File: src/rtl/player1_recorder_pkg.sv
// Shared widths and state encoding for the player 1 recorder and its consumers.
package player1_recorder_pkg;

    localparam int DEF_SEQ_WIDTH = 18;
    localparam int DEF_LEN_WIDTH = 5;

    typedef enum logic [1:0] {
        S_IDLE   = 2'd0,
        S_RECORD = 2'd1,
        S_DONE   = 2'd2
    } p1_state_t;

endpackage

File: src/rtl/key_sync_edge.sv
// Two-flop synchronizer for an active-low key with a falling-edge press pulse.
module key_sync_edge (
    input  logic clock,
    input  logic reset,
    input  logic key_n,
    output logic level,
    output logic press
);

    logic meta;
    logic sync;
    logic sync_d;

    // Flops come out of reset at 1 so a released key never looks like a press.
    always_ff @(posedge clock) begin
        if (reset) begin
            meta   <= 1'b1;
            sync   <= 1'b1;
            sync_d <= 1'b1;
        end else begin
            meta   <= key_n;
            sync   <= meta;
            sync_d <= sync;
        end
    end

    assign level = sync;
    assign press = sync_d & ~sync;

endmodule

File: src/rtl/player1_recorder.sv
// Records Player 1's key samples (one per tick) and hands the sequence to player2.
module player1_recorder
    import player1_recorder_pkg::*;
#(
    parameter int SEQ_WIDTH = DEF_SEQ_WIDTH,
    parameter int LEN_WIDTH = DEF_LEN_WIDTH
) (
    input  logic                 clock,
    input  logic                 reset,
    input  logic                 tick,
    input  logic                 enable,
    input  logic                 value_input,
    input  logic                 finish_input,
    input  logic                 consume,
    output logic [SEQ_WIDTH-1:0] player1_value,
    output logic [LEN_WIDTH-1:0] p1_length,
    output logic                 p1_valid,
    output logic                 recording,
    output logic [SEQ_WIDTH-1:0] q
);

    p1_state_t            state;
    p1_state_t            state_next;
    logic [SEQ_WIDTH-1:0] sr;
    logic [SEQ_WIDTH-1:0] sr_next;
    logic [LEN_WIDTH-1:0] len;
    logic [LEN_WIDTH-1:0] len_next;
    logic [SEQ_WIDTH-1:0] value_reg;
    logic [LEN_WIDTH-1:0] length_reg;
    logic                 sample_take;
    logic                 full_next;
    logic                 value_level;
    logic                 value_press_unused;
    logic                 finish_level_unused;
    logic                 finish_press;

    key_sync_edge u_value_key (
        .clock (clock),
        .reset (reset),
        .key_n (value_input),
        .level (value_level),
        .press (value_press_unused)
    );

    key_sync_edge u_finish_key (
        .clock (clock),
        .reset (reset),
        .key_n (finish_input),
        .level (finish_level_unused),
        .press (finish_press)
    );

    // The tick sample is folded in before the finish decision, so a tick and a
    // finish in the same cycle both count.
    always_comb begin
        sample_take = (state == S_RECORD) && enable && tick &&
                      (len != LEN_WIDTH'(SEQ_WIDTH));
        sr_next     = sr;
        len_next    = len;
        if (sample_take) begin
            sr_next  = {sr[SEQ_WIDTH-2:0], ~value_level};
            len_next = len + LEN_WIDTH'(1);
        end
        full_next = (len_next == LEN_WIDTH'(SEQ_WIDTH));
    end

    always_ff @(posedge clock) begin
        if (reset) begin
            state <= S_IDLE;
        end else begin
            state <= state_next;
        end
    end

    always_comb begin
        state_next = state;
        case (state)
            S_IDLE: begin
                if (enable) state_next = S_RECORD;
            end
            S_RECORD: begin
                if (!enable) begin
                    state_next = S_IDLE;
                end else if ((finish_press && (len_next != '0)) || full_next) begin
                    state_next = S_DONE;
                end
            end
            S_DONE: begin
                if (consume) state_next = S_IDLE;
            end
            default: state_next = S_IDLE;
        endcase
    end

    always_ff @(posedge clock) begin
        if (reset) begin
            sr         <= '0;
            len        <= '0;
            value_reg  <= '0;
            length_reg <= '0;
        end else begin
            case (state)
                S_IDLE: begin
                    if (enable) begin
                        sr         <= '0;
                        len        <= '0;
                        value_reg  <= '0;
                        length_reg <= '0;
                    end
                end
                S_RECORD: begin
                    if (!enable) begin
                        sr         <= '0;
                        len        <= '0;
                        value_reg  <= '0;
                        length_reg <= '0;
                    end else begin
                        sr         <= sr_next;
                        len        <= len_next;
                        value_reg  <= sr_next;
                        length_reg <= len_next;
                    end
                end
                S_DONE: begin
                    if (consume) begin
                        sr         <= '0;
                        len        <= '0;
                        value_reg  <= '0;
                        length_reg <= '0;
                    end
                end
                default: begin
                    sr         <= '0;
                    len        <= '0;
                    value_reg  <= '0;
                    length_reg <= '0;
                end
            endcase
        end
    end

    always_comb begin
        p1_valid  = (state == S_DONE);
        recording = (state == S_RECORD);
    end

    assign player1_value = value_reg;
    assign p1_length     = length_reg;
    assign q             = sr;

endmodule
File: config.mk
export PLATFORM = sky130hd
export DESIGN_NAME = player1_recorder
export DESIGN_NICKNAME = d
export VERILOG_FILES = /design/src/rtl/player1_recorder_pkg.sv /design/src/rtl/key_sync_edge.sv /design/src/rtl/player1_recorder.sv
export SDC_FILE = /design/constraint.sdc
export NUM_CORES = 1
export LEC_CHECK = 0
export CAP_MARGIN = 40
export CORE_MARGIN = 5
export CORE_UTILIZATION = 48
export CTS_CLUSTER_DIAMETER = 200
export DETAILED_ROUTE_END_ITERATION = 8
export PLACE_DENSITY_LB_ADDON = 0.3
export SYNTH_ARGS = -nofsm -noshare
export SYNTH_HDL_FRONTEND = slang
export SYNTH_SLANG_ARGS = --single-unit
File: constraint.sdc
create_clock -name clock -period 4.2 [get_ports clock]
set_input_delay 0.84 -clock clock [delete_from_list [all_inputs] [get_ports clock]]
set_output_delay 0.84 -clock clock [all_outputs]
set_load 0.01 [all_outputs]
==> metrics, run 1 <==
initial core utilization 0.492; DR iter-0 viols 119; Post-Syn Nets 168; GR Util All Layers 0.168; Setup crit start kind primary input; Avg Cell Area, Syn 9.21 sq um; Cell variety after synth 41; Data arrival, critical path 2.61 ns; largest net degree at the start of global routing 27; hold path cells 1; maximum VDD drop 0.231 mV; Setup Skew 0.00955 ns; CTS tree done; first-pass GRT wire length 5550 microns; final layout net count 196; design area 1890 sq um; commonest non-fill, non-tap cell in the layout clkdlybuf4s50_1; worst r2r dst state[1]; number of CTS-inserted buffers 5; Synth Cell Area 1470 sq um; gp weighted congestion 0.884; Die Y 65.3 microns; Hold EP u_value_key.level; final WL 3320 microns; HP Start u_value_key.meta; most frequent cells in the layout clkdlybuf4s50_1 (49), dfxtp_1 (30), nor2_1 (23); Clock Sinks 30; Setup Slack @ Placement 1.50 ns; Setup CP Type primary input to flop; number of vias per cell 5.59; Die Footprint 4260 sq um; CTS root buffer clkbuf_4; FMAX 420 MHz; Mapped Cells 159; #FFs+latches synth 30; hpwl dp 2330 microns; core area 2980 sq um; setup TNS 0 ns; slowest cell on the critical path a2111oi_0; Reg clk slew, reported paths 0.10 ns; pwr dens 285 nW/um^2; Worst Tran Pin Value 0.610 ns; Area Growth Syn to Fin 29.0%; vias in the first global route 1167; final hold violations 0; crit end category flop; Slew Limit Fails 0; Seq/Total Area, Yosys 0.410; crit share post-route 0.567; Worst Hold Class flop to flop; reg-to-reg startpoint p1_length[1]; static leakage 0.652 nW; gr ovfl total 0; setup repair after global routing missed its margin no; clk buf depth 2; reg-to-reg slack, setup 2.04 ns; hold bufs inserted after CTS 0; Critical Path RT 4.43 ns; TritonRoute pass-1 iters 4; WL/cell 15.0 microns; Post-CTS Resized 0; I/O Pins 50; Clock Latency Late Sink 0.33 ns; Placed Area 1830 sq um; antenna cells 0; Critical Path Max Stage Delay 0.63 ns; initial antenna violation count 0; minimum clock period 2.38 ns; Routed Antenna Nets 0; H-tree depth 2; port buffer count 49; Max-Cap Viols 0; post-CTS setup repair buffer count 0; Synth warnings 0; vias post-DR 1236; number of remaining DRC errors 0; Final Worst Setup Slack 1.82 ns; final setup vio count 0; die width 65.3 microns; worst reg-to-reg path cell count 6; share of cells above drive strength 1 0.117; CP max FO 11; max-slew headroom at the worst pin 0.583; Critical Path, Cell by Cell clkdlybuf4s50_1, a2111oi_0, a31o_1, a311oi_2, a32o_1; Rows 20; status completed
[kinds of logic after synthesis]
kind of cell / Yosys count / synth area share
adder cells (fa/ha/maj): 2 / 0.0171
AND/OR/NAND/NOR: 50 / 0.190
buffers and inverters: 34 / 0.150
AO/OA/AOI/OAI: 42 / 0.227
XOR/XNOR: 1 / 0.00598
flip-flops: 30 / 0.410
[report_power, final]
group | total [mW] | leakage [nW] | switching [mW] | internal, mW
clock | 0.182 | 0.0343 | 0.102 | 0.0804
combinational | 0.0636 | 0.375 | 0.0351 | 0.0285
sequential | 0.293 | 0.243 | 0.00410 | 0.289
[through the flow]
step	power, mW	utilization	std cells	hold WS (ns)
2_1_floorplan	0.342	-	159	0.389
3_3_place_gp	0.358	0.604	212	0.394
3_5_place_dp	0.363	0.613	213	0.402
4_1_cts	0.546	0.635	221	0.424
5_1_grt	0.565	0.635	221	0.436
6_report	0.539	0.635	221	0.419
[worst max path at each step]
stage | startpoint | endpoint | slack, ns | cells after the start
floorplan | tick | state[1] | 2.13 | 5
global placement | enable | player1_value[2] | 1.62 | 5
detailed placement | tick | state[0] | 1.50 | 5
CTS | p1_length[4] | p1_length[4] | 1.84 | 1
global route | tick | state[0] | 1.69 | 5
finish | tick | state[1] | 1.82 | 5
[critical path, delay by kind of cell]
kind,cells,cell delay [ns]
AO/OA/AOI/OAI,4,1.19
buffers and inverters,1,0.58
[cell type report]
cell class / instances / area, sq um
clock buffer: 6 / 51.3
clock inverter: 2 / 12.5
fill: 251 / 1090
inverter: 4 / 15.0
multi-input combinational: 95 / 644
sequential: 30 / 601
tap: 33 / 41.3
timing repair buffer: 51 / 526
[flip-flops by register name (all words and copies together), names as in the netlist]
| name | cells |
|---|---|
| u_finish_key.meta | 1 |
| u_finish_key.sync_d | 1 |
| p1_length | 5 |
| u_value_key.level | 1 |
| u_finish_key.level | 1 |
| u_value_key.meta | 1 |
| state | 2 |
| player1_value | 18 |
[metal layers]
layer / share of wire / global-route usage / vias to the layer above / wire, microns
met4: 0.014 / 0.0622 / 0 / 48
met3: 0.058 / 0.0632 / 4 / 192
met5: 0 / 0 / - / 0
met1: 0.43 / 0.199 / 582 / 1430
met2: 0.50 / 0.274 / 41 / 1640
li1: - / - / 609 / -
[synth_stat cells]
master     count  share of area
dfxtp_1       30           0.41
nor2_1        23          0.059
buf_4         19          0.097
a22oi_1       17          0.087
or2_2          6          0.026
a21oi_1        5          0.017
buf_2          4          0.014
clkbuf_1       4          0.010
inv_1          4          0.010
a211oi_2       3          0.026
nand2_1        3         0.0077
o21ai_0        3          0.010
a211oi_1       2          0.010
a2bb2oi_1      2          0.012
a32o_1         2          0.014
and2b_1        2          0.010
and3_1         2         0.0085
buf_6          2          0.015
ha_1           2          0.017
nand4_1        2         0.0085
nand4b_1       2          0.012
a2111oi_0      1         0.0060
a311oi_1       1         0.0060
a311oi_2       1          0.010
a31o_1         1         0.0060
a31o_2         1         0.0060
and2_0         1         0.0043
and2_1         1         0.0043
and3b_1        1         0.0060
clkbuf_2       1         0.0034
nand2b_1       1         0.0043
nand3_1        1         0.0034
nand4bb_4      1          0.019
nor2b_1        1         0.0043
nor3_1         1         0.0034
nor4_1         1         0.0043
o2111ai_1      1         0.0060
o21bai_1       1         0.0051
o311ai_0       1         0.0060
or4_1          1         0.0051
xnor2_1        1         0.0060
Power figures use the tool's default switching activity.
==> run 2: changes to the inputs <==
- CORE_UTILIZATION: 48 -> 40
- clock period: 4.2 -> 2.1 ns (I/O delays scaled with it)
==> metrics, run 2 (synthesized netlist as in run 1, its figures left out) <==
status completed; Critical Path Most Common Cell a311oi_2; initial antenna violation count 0; slowest cell on the critical path dfxtp_1; number of placed cells counting well taps 240; I/O Pins 50; maximum VDD drop 0.326 mV; share of cells above drive strength 1 0.176; CTS tree done; Final Worst Setup Slack 0.109 ns; Critical Path RT 2.29 ns; Worst Hold Class flop to flop; Reg clk slew, reported paths 0.06 ns; HP Start u_value_key.meta; WL/cell 13.8 microns; crit share post-route 0.948; final layout net count 208; design area 2050 sq um; Setup CP Type flop to flop; family with the most delay on the worst path compound AO/OA/AOI/OAI gates; max FFs per register 18; GR Util met3 0.0403; Rows 22; die width 70.5 microns; FMAX 502 MHz; final WL 3410 microns; pwr dens 644 nW/um^2; Worst Tran Pin Value 0.571 ns; Clock Sinks 30; Max-Cap Viols 0; Die Footprint 4970 sq um; Critical Path Max Stage Delay 0.31 ns; Non-Filler Instances 247; Data arrival, critical path 2.18 ns; grt met1 use 0.165; final setup vio count 0; hold path cells 1; DR iter-0 viols 75; worst path bufs/invs 2; vias in the first global route 1190; number of vias per cell 5.14; vias post-DR 1270; Final Power 1.32 mW; core area 3610 sq um; GR Util All Layers 0.137; initial core utilization 0.406; hpwl dp 2520 microns; Setup Slack @ Placement -0.0834 ns; gr ovfl total 0; Critical Path, Cell by Cell inv_1, ha_1, nand4bb_4, and2_0, buf_4, a311oi_2, a311oi_2, a211oi_1; number of remaining DRC errors 0; Setup Skew 0.00484 ns; final hold violations 0; H-tree depth 2; static leakage 0.736 nW; TritonRoute pass-1 iters 6; most frequent cells in the layout clkdlybuf4s50_1 (49), dfxtp_1 (30), nor2_1 (23); largest net degree at the start of global routing 18; commonest non-fill, non-tap cell in the layout clkdlybuf4s50_1; Placed Area 1930 sq um; crit end category flop; worst reg-to-reg path cell count 8; Area Growth Syn to Fin 40.0%; Slew Limit Fails 0; Die Y 70.5 microns; GR peak layer met2; CP max FO 5; Finished Core Util 0.569; clk buf depth 2; antenna cells 0; Setup crit start kind flop; minimum clock period 1.99 ns; max-slew headroom at the worst pin 0.619; Levels on crit path 8; Worst Setup SP p1_length[0]; CTS root buffer clkbuf_8; reg-to-reg startpoint p1_length[0]; Clock Latency Late Sink 0.27 ns; setup repair after global routing missed its margin no; number of CTS-inserted buffers 5; gp weighted congestion 0.879; Routed Antenna Nets 0; port buffer count 49; routing usage on met2 0.225; first-pass GRT wire length 5540 microns
## run 2: layout make-up
| type | count | area, sq um |
|---|---|---|
| well taps | 48 | 60.1 |
| clock buffers | 6 | 82.6 |
| fillers | 327 | 1560 |
| repair buffers | 63 | 608 |
| flip-flops and latches | 30 | 601 |
| inverters | 4 | 15.0 |
| clock inverters | 1 | 30.0 |
| multi-input cells | 95 | 654 |
## run 2: power breakdown
group          switching [mW]  internal (mW)
Sequential            0.00706          0.578
Combinational          0.0791         0.0801
Clock                   0.198          0.379
## run 2: final timing paths
kind	endpoint	slack, ns
setup / recovery	state[0]	0.11
hold / removal	u_value_key.level	0.41
setup reg to reg	state[0]	0.11
hold reg to reg	u_value_key.level	0.41
## run 2: per-stage QoR
stage / TNS (ns) / hold WS [ns]
final: 0 / 0.405
after floorplan: 0 / 0.389
after global routing: 0 / 0.413
after CTS: 0 / 0.407
after global placement: -0.0795 / 0.394
after detailed placement: -1.01 / 0.393
## run 2: what timing repair did
item / CTS / global route
resized for setup: 0 / 2
buffers inserted: 0 / 0
hold buffers: 0 / 0
setup endpoints to repair: 0 / 19
endpoints found under the hold margin: 0 / 0
## run 2: layer usage
metal	vias up	wire, microns
met2	38	1750
met1	596	1420
met4	0	59
met5	-	0
met3	7	186
li1	629	-
==> patch: new RTL, config.mk and constraints of run 2 <==
Register the inputs `tick`, `enable`, `value_input`, `finish_input` and `consume` before use. The logic sees them one clock later.
--- a/src/rtl/player1_recorder.sv
+++ b/src/rtl/player1_recorder.sv
@@ -21,2 +21,16 @@
 
+    logic tick_q;
+    logic enable_q;
+    logic value_input_q;
+    logic finish_input_q;
+    logic consume_q;
+
+    always_ff @(posedge clock) begin
+        tick_q         <= tick;
+        enable_q       <= enable;
+        value_input_q  <= value_input;
+        finish_input_q <= finish_input;
+        consume_q      <= consume;
+    end
+
     p1_state_t            state;
@@ -39,3 +53,3 @@
         .reset (reset),
-        .key_n (value_input),
+        .key_n (value_input_q),
         .level (value_level),
@@ -47,3 +61,3 @@
         .reset (reset),
-        .key_n (finish_input),
+        .key_n (finish_input_q),
         .level (finish_level_unused),
@@ -55,3 +69,3 @@
     always_comb begin
-        sample_take = (state == S_RECORD) && enable && tick &&
+        sample_take = (state == S_RECORD) && enable_q && tick_q &&
                       (len != LEN_WIDTH'(SEQ_WIDTH));
@@ -78,6 +92,6 @@
             S_IDLE: begin
-                if (enable) state_next = S_RECORD;
+                if (enable_q) state_next = S_RECORD;
             end
             S_RECORD: begin
-                if (!enable) begin
+                if (!enable_q) begin
                     state_next = S_IDLE;
@@ -88,3 +102,3 @@
             S_DONE: begin
-                if (consume) state_next = S_IDLE;
+                if (consume_q) state_next = S_IDLE;
             end
@@ -103,3 +117,3 @@
                 S_IDLE: begin
-                    if (enable) begin
+                    if (enable_q) begin
                         sr         <= '0;
@@ -111,3 +125,3 @@
                 S_RECORD: begin
-                    if (!enable) begin
+                    if (!enable_q) begin
                         sr         <= '0;
@@ -124,3 +138,3 @@
                 S_DONE: begin
-                    if (consume) begin
+                    if (consume_q) begin
                         sr         <= '0;
Behaviour: not the same (Yosys sat finds a counterexample within 4 cycles, from zero or initial values and one cycle with reset high).
==> patch against run 2 <==
  * Utilization fell by 1.8 points
  * Final area fell by 0.24%
  * Sequential cell count rose by 5
  * Total power fell by 0.33%
  * Critical path type is now register to output pin
  * Routed wire length rose by 5.1%
  * Setup slack improved by 130 ps
  * First-iteration DRC count rose by 27%
  * Area after synthesis rose by 7.0%
  * Critical path depth fell by 6
==> patch: results (changes against run 2) <==
* Final hold slack at 415.4 ps (was 405.5 ps)
* Leading cell types by count after synthesis: sky130_fd_sc_hd__dfxtp_1 (35), sky130_fd_sc_hd__nor2_1 (25), sky130_fd_sc_hd__buf_4 (21) (was sky130_fd_sc_hd__dfxtp_1 (30), sky130_fd_sc_hd__nor2_1 (23), sky130_fd_sc_hd__buf_4 (19))
* Depth of the worst register-to-register path at 6 (was 8)
* Min cycle time layout at 1861 ps (was 1991 ps)
* Number of nets in the layout at 207 (was 208)
* Fraction of area in registers at 34.31% (was 29.29%)
* Clock sink count at 35 (was 30)
* Count of TritonRoute iterations in the first routing pass at 4 (was 6)
* Overall global routing resource usage at 14.52% (was 13.73%)
* Hold worst-path end: u_value_key.meta$_SDFF_PP1_ (was u_value_key.level$_SDFF_PP1_)
* Placement-stage cell area at 1933 sq um (was 1928 sq um)
* Adder and majority gate portion of the synthesized area at 1.596% (was 1.708%)
* Number of fill cells in the layout at 342 (was 327)
* CP peak stage delay at 540 ps (was 310 ps)
* Result of the run: complete, no violations (unchanged)
* Crit-path max FO at 6 (was 5)
* Syn Area/Cell at 9.388 sq um (was 9.215 sq um)
* Number of buffers outside the clock class in the layout at 52 (was 63)
* Worst path slowest cell: sky130_fd_sc_hd__clkdlybuf4s50_1 (was sky130_fd_sc_hd__dfxtp_1)
* Seq/Total Area, Yosys at 44.69% (was 40.99%)
* Register-to-register path setup slack at 260 ps (was 110 ps)
* Non-clk buf share at 25.08% (was 29.65%)
* Worst vdd ir at 0.0003041 V (was 0.0003258 V)
* Post-DP HPWL at 2587 um (was 2525 um)
* Placer Congestion at 0.8103 (was 0.8786)
* Cell type group with the largest total delay on the critical path: buffers and inverters (was compound AO/OA/AOI/OAI gates)
* Net count of the mapped netlist at 176 (was 168)
* Post-Route WL at 3581 um (was 3407 um)
* Total of clock buffers placed in the layout at 7 (was 6)
* Fraction of layout cells with a size suffix above 1 at 14.07% (was 17.59%)
* Largest cells by area after synthesis: sky130_fd_sc_hd__dfxtp_1 (45%), sky130_fd_sc_hd__buf_4 (10%), sky130_fd_sc_hd__a22oi_1 (8.1%), sky130_fd_sc_hd__nor2_1 (6.0%), sky130_fd_sc_hd__a21oi_1 (2.2%) (was sky130_fd_sc_hd__dfxtp_1 (41%), sky130_fd_sc_hd__buf_4 (9.7%), sky130_fd_sc_hd__a22oi_1 (8.7%), sky130_fd_sc_hd__nor2_1 (5.9%), sky130_fd_sc_hd__a211oi_2 (2.6%))
* Clock network area share at 5.076% (was 5.491%)
* Static leakage at 0.7034 nW (was 0.7356 nW)
* Synth Area in Compound Gates at 17.96% (was 22.72%)
* Post-Synth XOR/XNOR Area at 1.117% (was 0.5978%)
* Multi-input combinational cell count at 101 (was 95)
* Hold path startpoint: value_input_q$_DFF_P_ (was u_value_key.meta$_SDFF_PP1_)
* Initial DRC count at 95 (was 75)
==> patch: cell types whose count changed in the layout (fill, tap and decap cells not counted), moves of 3 or more <==
cell / run 2 / this run
sky130_fd_sc_hd__a211oi_2: 3 / 0
sky130_fd_sc_hd__nand2_1: 3 / 8
sky130_fd_sc_hd__nor3_1: 1 / 5
sky130_fd_sc_hd__dfxtp_1: 30 / 34
sky130_fd_sc_hd__buf_4: 13 / 3
==> patch: logic make-up after synthesis <==
family                   count (synthesis)
XOR/XNOR                                 2
AND/OR/NAND/NOR                         60
AO/OA/AOI/OAI                           37
adder cells (fa/ha/maj)                  2
flip-flops                              35
buffers and inverters                   31
==> patch: worst max-delay path by stage <==
stage | startpoint | endpoint | depth (start not counted)
floorplan | p1_length[0]$_SDFFE_PP0P_ | state[0]$_SDFFE_PP0P_ | 6
global placement | p1_length[0]$_SDFFE_PP0P_ | state[0]$_SDFFE_PP0P_ | 6
detailed placement | p1_length[0]$_SDFFE_PP0P_ | player1_value[11]$_SDFFE_PP0P_ | 7
CTS | p1_length[0]$_SDFFE_PP0P_ | player1_value[13]$_SDFFE_PP0P_ | 7
global route | p1_length[0]$_SDFFE_PP0P_ | state[0]$_SDFFE_PP0P_ | 6
finish | state[0]$_SDFFE_PP0P_ | recording | 2
==> patch: report_power, final <==
group	total, mW	switching [mW]	internal [mW]
clock	0.528	0.230	0.298
sequential	0.688	0.0110	0.677
combinational	0.101	0.0594	0.0416
total	1.32	0.300	1.02
==> patch: routing by layer <==
layer	vias up	part of all wire [%]	GRT usage (%)
met3	7	6.2	5.510
met2	46	50	23.75
met4	0	1.3	4.303
li1	632	-	-
met5	-	0	0
met1	627	42	17.69
==> patch: repair_timing <==
action,CTS,global route
buffers inserted,0,0
setup endpoints to repair,0,21
resized for setup,0,2
